$ cat src/rtl/uk101_video_gen_if.sv
// uk101_video_gen_if: display RAM / character ROM bus and video outputs of the UK101 video generator
interface uk101_video_gen_if;
  logic [9:0]  vram_addr;
  logic [7:0]  vram_data;
  logic [10:0] crom_addr;
  logic [7:0]  crom_data;
  logic        r;
  logic        g;
  logic        b;
  logic        hsync;
  logic        vsync;
  logic        hblank;
  logic        vblank;
  logic        de;
  modport master (
    output vram_addr, crom_addr, r, g, b, hsync, vsync, hblank, vblank, de,
    input  vram_data, crom_data
  );
  modport slave (
    input  vram_addr, crom_addr, r, g, b, hsync, vsync, hblank, vblank, de,
    output vram_data, crom_data
  );
endinterface

$ cat src/rtl/uk101_video_gen.sv
// uk101_video_gen: 48x16 character-mapped video generator with 3-tick aligned pixel and sync outputs
module uk101_video_gen (
  input logic        clk,
  input logic        n_reset,
  input logic        ce_pix,
  input logic [1:0]  colours,
  uk101_video_gen_if.master bus
);
  localparam logic [8:0] H_ACTIVE = 9'd384;
  localparam logic [8:0] H_FP     = 9'd16;
  localparam logic [8:0] H_SYNC   = 9'd40;
  localparam logic [8:0] H_TOTAL  = 9'd493;
  localparam logic [8:0] V_ACTIVE = 9'd256;
  localparam logic [8:0] V_FP     = 9'd16;
  localparam logic [8:0] V_SYNC   = 9'd4;
  localparam logic [8:0] V_TOTAL  = 9'd312;
  logic [8:0]      h;
  logic [8:0]      v;
  logic [7:0]      shifter;
  logic [2:0][3:0] dly;
  logic [3:0]      timing;
  logic            active;
  logic            de;
  // blank/sync flags for the current beam position, ordered {hblank, vblank, hsync, vsync}
  always_comb begin
    active = h < H_ACTIVE && v < V_ACTIVE;
    timing = {h >= H_ACTIVE, v >= V_ACTIVE,
              !(h >= H_ACTIVE + H_FP && h < H_ACTIVE + H_FP + H_SYNC),
              !(v >= V_ACTIVE + V_FP && v < V_ACTIVE + V_FP + V_SYNC)};
  end
  // beam position counters
  always_ff @(posedge clk)
    if (!n_reset) begin
      h <= '0;
      v <= '0;
    end else if (ce_pix) begin
      h <= h == H_TOTAL - 9'd1 ? 9'd0 : h + 9'd1;
      if (h == H_TOTAL - 9'd1) v <= v == V_TOTAL - 9'd1 ? 9'd0 : v + 9'd1;
    end
  // character fetch: RAM address at px0, glyph address at px1, shifter load at px2
  always_ff @(posedge clk)
    if (!n_reset) begin
      bus.vram_addr <= '0;
      bus.crom_addr <= '0;
      shifter       <= '0;
    end else if (ce_pix) begin
      if (active && h[2:0] == 3'd0) bus.vram_addr <= {v[7:4], h[8:3]};
      if (active && h[2:0] == 3'd1) bus.crom_addr <= {bus.vram_data, v[3:1]};
      shifter <= active && h[2:0] == 3'd2 ? bus.crom_data : {shifter[6:0], 1'b0};
    end
  // delay line keeping syncs and blanks aligned with the serialised pixel
  always_ff @(posedge clk)
    if (!n_reset) dly <= '1;
    else if (ce_pix) dly <= {dly[1:0], timing};
  // output sync/blank and colour mapping, black whenever blanked
  always_comb begin
    de         = !(dly[2][3] | dly[2][2]);
    bus.hblank = dly[2][3];
    bus.vblank = dly[2][2];
    bus.hsync  = dly[2][1];
    bus.vsync  = dly[2][0];
    bus.de     = de;
    bus.r      = de & shifter[7] & (colours != 2'b10);
    bus.g      = de & shifter[7];
    bus.b      = de & (shifter[7] ? !colours[1] : colours == 2'b00);
  end
endmodule

$ cat src/flat_wrapper.sv
// flat-port wrapper written by rule: the top's interface ports become plain ports
module uk101_video_gen_flat 
  (clk, n_reset, ce_pix, colours, bus_vram_addr, bus_crom_addr, bus_r, bus_g, bus_b, bus_hsync, bus_vsync, bus_hblank, bus_vblank, bus_de, bus_vram_data, bus_crom_data);
  uk101_video_gen_if bus_i ();
  input logic clk;
  input logic n_reset;
  input logic ce_pix;
  input logic [1:0] colours;
  output wire logic [$bits(bus_i.vram_addr)-1:0] bus_vram_addr;
  output wire logic [$bits(bus_i.crom_addr)-1:0] bus_crom_addr;
  output wire logic [$bits(bus_i.r)-1:0] bus_r;
  output wire logic [$bits(bus_i.g)-1:0] bus_g;
  output wire logic [$bits(bus_i.b)-1:0] bus_b;
  output wire logic [$bits(bus_i.hsync)-1:0] bus_hsync;
  output wire logic [$bits(bus_i.vsync)-1:0] bus_vsync;
  output wire logic [$bits(bus_i.hblank)-1:0] bus_hblank;
  output wire logic [$bits(bus_i.vblank)-1:0] bus_vblank;
  output wire logic [$bits(bus_i.de)-1:0] bus_de;
  input wire logic [$bits(bus_i.vram_data)-1:0] bus_vram_data;
  input wire logic [$bits(bus_i.crom_data)-1:0] bus_crom_data;
  assign bus_vram_addr = bus_i.vram_addr;
  assign bus_crom_addr = bus_i.crom_addr;
  assign bus_r = bus_i.r;
  assign bus_g = bus_i.g;
  assign bus_b = bus_i.b;
  assign bus_hsync = bus_i.hsync;
  assign bus_vsync = bus_i.vsync;
  assign bus_hblank = bus_i.hblank;
  assign bus_vblank = bus_i.vblank;
  assign bus_de = bus_i.de;
  assign bus_i.vram_data = bus_vram_data;
  assign bus_i.crom_data = bus_crom_data;
  uk101_video_gen u_core (.clk(clk), .n_reset(n_reset), .ce_pix(ce_pix), .colours(colours), .bus(bus_i));
endmodule
$ cat config.mk
export PLATFORM = sky130hd
export DESIGN_NAME = uk101_video_gen_flat
export DESIGN_NICKNAME = d
export VERILOG_FILES = /design/src/rtl/uk101_video_gen_if.sv /design/src/rtl/uk101_video_gen.sv /design/src/flat_wrapper.sv
export SDC_FILE = /design/constraint.sdc
export NUM_CORES = 1
export LEC_CHECK = 0
export ABC_CLOCK_PERIOD_IN_PS = 3110
export BUFFER_PORTS_ARGS = -buffer_cell sky130_fd_sc_hd__buf_2
export CAP_MARGIN = 20
export CORE_ASPECT_RATIO = 0.5
export CORE_MARGIN = 5
export CORE_UTILIZATION = 35
export DETAILED_ROUTE_END_ITERATION = 7
export PLACE_DENSITY = 0.63
export SETUP_SLACK_MARGIN = 0.3
export SYNTH_ARGS = -nofsm -noshare
export SYNTH_HDL_FRONTEND = slang
export SYNTH_SLANG_ARGS = --single-unit
$ cat constraint.sdc
create_clock -name clk -period 3.11 [get_ports clk]
set_input_delay 0.1555 -clock clk [delete_from_list [all_inputs] [get_ports clk]]
set_output_delay 0.1555 -clock clk [all_outputs]
set_load 0.05 [all_outputs]
==> parameters.txt <==
Parameter                              Value

Status
  Result of the run ... finished, final reports clean

Global route
  Number of global-route vias before repair ... 1935
  Initial antenna violation count ... 0
  Largest net degree at the start of global routing ... 49
  Global-route wire length before repair ... 8440 um
  Total routing usage reported by global routing ... 11.0%
  Overflow after GRT ... 0

Synthesis
  Biggest area consumer among synthesized cells ... sky130_fd_sc_hd__dfxtp_1
  Fraction of post-synthesis cell area in the top cell type by area ... 45.5%
  Leading cell types by total area after synthesis ... sky130_fd_sc_hd__dfxtp_1 (46%), sky130_fd_sc_hd__mux2i_1 (12%), sky130_fd_sc_hd__nand2_1 (5.1%)
  Portion of the post-synthesis area used by sequential elements ... 45.5%
  Total standard cell area after synthesis ... 2590 sq um
  Number of enable flip-flop cells after synthesis ... 0
  Ys Warns ... 0
  Post-synthesis area per instance ... 9.57 sq um
  Top_reg_cell synth ... sky130_fd_sc_hd__dfxtp_1
  Post-synthesis net count ... 297
  Number of flip-flops and latches in the synthesized netlist ... 59
  Number of instances in the synthesized netlist ... 271
  Count of different cell masters after synthesis ... 34
  Share of synthesized registers carrying an async set or reset ... 0%

Finish
  Share of layout cells above drive strength 1 ... 24.9%
  Final antenna diode count ... 0
  Area added between synthesis and finish ... 25.7%
  Leading cell types in the layout, fill and taps excluded ... sky130_fd_sc_hd__dfxtp_1 (59), sky130_fd_sc_hd__buf_2 (49), sky130_fd_sc_hd__nand2_1 (35)
  Number of fill cells in the layout ... 703
  Non-Filler Cell Area, Final ... 3260 sq um
  Fin nets ... 342
  Leading cell type in the layout, fill and taps excluded ... sky130_fd_sc_hd__dfxtp_1
  Utilization of the core after routing ... 44.9%
  Cell Count, Final, Fillers Out ... 417

Pwr
  Post-layout power ... 2.08 mW
  Worst vdd ir ... 305 uV
  Power per cell area ... 638 nW/um^2
  Leakage ... 1.44 nW

Placement
  Placed Area ... 2900 sq um
  Number of cells in the design after placement ... 401
  # port buffers ... 49
  Detailed Place HPWL ... 3690 um
  Final weighted congestion of routability-driven global placement ... 0.831
  Worst Setup Slack post-DPL ... 1.25 ns

Detailed routing
  First-pass iteration count of the detailed router ... 4
  Violation count after the first detailed-route iteration ... 117
  Number of nets with antenna violations after detailed routing ... 0
  Vias after detailed routing ... 2014
  Post-Route WL ... 5150 um
  WL/cell ... 12.4 um
  Post-route DRC violation count ... 0
  Routed vias/inst ... 4.83

Floorplan
  Die H ... 70.9 um
  Area of the core ... 7270 sq um
  Total number of placement rows ... 22
  Number of placed I/O pins ... 50
  Starting Density ... 35.7%
  DIE AREA ... 9340 sq um
  Die extent in x ... 132 um

STA
  Final Setup Violations ... 0
  Skew final ... 0.00530 ns
  Worst rel slew slack ... 49.6%
  Setup repair after global routing missed its margin ... false
  Post-route worst hold slack ... 0.0950 ns
  Final sum of negative setup slack ... 0 ns
  Min Tclk post-route ... 1.83 ns
  Achievable frequency ... 546 MHz
  Post-route fraction of the period consumed by the critical path ... 58.9%
  Actual transition at the worst max-transition pin ... 0.755 ns
  Number of failing hold endpoints at the final stage ... 0
  Setup WS post-layout ... 1.28 ns
  Max-slew violations ... 0

Critical path
  Worst setup path class ... reg -> reg
  Crit path launch type ... register
  Length in cells of the worst reg-to-reg path ... 5
  Endpoint kind of the worst setup timing path ... register
  Required time at the endpoint of the critical path ... 3.31 ns
  Reg-to-reg setup timing slack ... 1.28 ns
  Crit-path max FO ... 10
  Worst endpoint data arrival time ... 2.04 ns

Run
  Max cap viols ... 0

Clock tree
  Hold buffers post-CTS ... 0
  Max clock buf depth ... 2
  Gates resized, CTS repair ... 0
  H-tree level count ... 3
  Register clock-pin slew on the reported worst setup and hold paths ... 0.05 ns
  Clock latency of the later-clocked register in the worst-skew pair ... 0.32 ns
  Clock tree from TritonCTS ... done
  Clock root cell ... sky130_fd_sc_hd__clkbuf_16
  Cts bufs inserted ... 9
  Number of sinks on the clock net ... 59
  Post-CTS setup-driven buffer insertion count ... 0

Worst hold path
  Type of the worst min-delay path ... in -> reg
  Hold-critical path depth ... 3
report_power, final:
group,internal (mW),leakage [nW],switching (mW)
combinational,0.0515,0.782,0.0805
clock,0.845,0.179,0.317
sequential,0.775,0.479,0.0121
total,1.67,1.44,0.410
final cells by class:
cell class / instances / area [sq um] / share of cell area, %
clock buffers: 12 / 267 / 8.17
clock inverters: 4 / 95.1 / 2.92
inverters: 6 / 22.5 / 0.691
multi-input cells: 189 / 1320 / 40.3
flip-flops and latches: 59 / 1180 / 36.2
well taps: 96 / 120 / 3.68
repair buffers: 51 / 260 / 7.98
layer usage:
layer | track usage, % | vias to the layer above | share of wire (%)
li1 | - | 1017 | -
met1 | 12.4 | 954 | 47
met2 | 19.0 | 35 | 48
met3 | 3.76 | 8 | 3.6
met4 | 5.13 | 0 | 1.8
met5 | 0 | - | 0
kinds of logic (layout without fill, tap and decap cells):
| logic type | Yosys count | count (layout) | share of synthesized area (%) |
|---|---|---|---|
| mux | 32 | 32 | 12.3 |
| flops | 59 | 59 | 45.5 |
| compound gates | 29 | 29 | 7.33 |
| buf+inv | 23 | 73 | 3.91 |
| xor+xnor | 12 | 12 | 4.05 |
| fa+ha+maj | 5 | 5 | 2.41 |
| simple gates | 111 | 111 | 24.4 |
worst max-delay path: stages (launching register included):
cell,delay (ns)
sky130_fd_sc_hd__dfxtp_1,0.44
sky130_fd_sc_hd__inv_1,0.12
sky130_fd_sc_hd__ha_1,0.26
sky130_fd_sc_hd__nand3_1,0.57
sky130_fd_sc_hd__mux2i_1,0.27
sky130_fd_sc_hd__nor2b_1,0.07
synthesized netlist by cell type, types with 2 or more instances:
master / n
sky130_fd_sc_hd__nand2_1: 35
sky130_fd_sc_hd__nor2b_1: 21
sky130_fd_sc_hd__a21boi_0: 4
sky130_fd_sc_hd__mux2i_1: 32
sky130_fd_sc_hd__clkbuf_1: 9
sky130_fd_sc_hd__buf_4: 2
sky130_fd_sc_hd__a31oi_1: 7
sky130_fd_sc_hd__xor2_1: 6
sky130_fd_sc_hd__nand3b_1: 2
sky130_fd_sc_hd__nor4_1: 3
sky130_fd_sc_hd__nand4_1: 9
sky130_fd_sc_hd__nand2b_1: 2
sky130_fd_sc_hd__ha_1: 5
sky130_fd_sc_hd__nor4_4: 2
sky130_fd_sc_hd__nor2_1: 16
sky130_fd_sc_hd__xnor2_1: 6
sky130_fd_sc_hd__nor3_1: 2
sky130_fd_sc_hd__and2_1: 3
sky130_fd_sc_hd__inv_1: 6
sky130_fd_sc_hd__a21oi_1: 2
sky130_fd_sc_hd__a31o_2: 2
sky130_fd_sc_hd__buf_2: 6
sky130_fd_sc_hd__o21ai_0: 12
sky130_fd_sc_hd__nand3_4: 2
sky130_fd_sc_hd__nand3_1: 7
sky130_fd_sc_hd__nor4b_1: 2
sky130_fd_sc_hd__dfxtp_1: 59
path summary, 6_finish.rpt:
| check | end | startpoint |
|---|---|---|
| setup reg to reg | u_core.bus.vram_addr[5]$_SDFFE_PN0P_ | u_core.h[0]$_SDFFE_PN0P_ |
| setup / recovery | u_core.bus.vram_addr[5]$_SDFFE_PN0P_ | u_core.h[0]$_SDFFE_PN0P_ |
| hold reg to reg | u_core.shifter[4]$_SDFFE_PN0P_ | u_core.shifter[3]$_SDFFE_PN0P_ |
| hold / removal | u_core.bus.crom_addr[10]$_SDFFE_PN0P_ | bus_vram_data[7] |
flip-flops by register name, summed over array words and instances (netlist names):
register,flops
u_core.bus.crom_addr,11
u_core.bus.vram_addr,10
u_core.h,9
u_core.v,9
u_core.dly,8
u_core.shifter,8
u_core.bus.hblank,1
u_core.bus.hsync,1
u_core.bus.vblank,1
u_core.bus.vsync,1
Note: power is estimated with default switching activity, not from simulation.
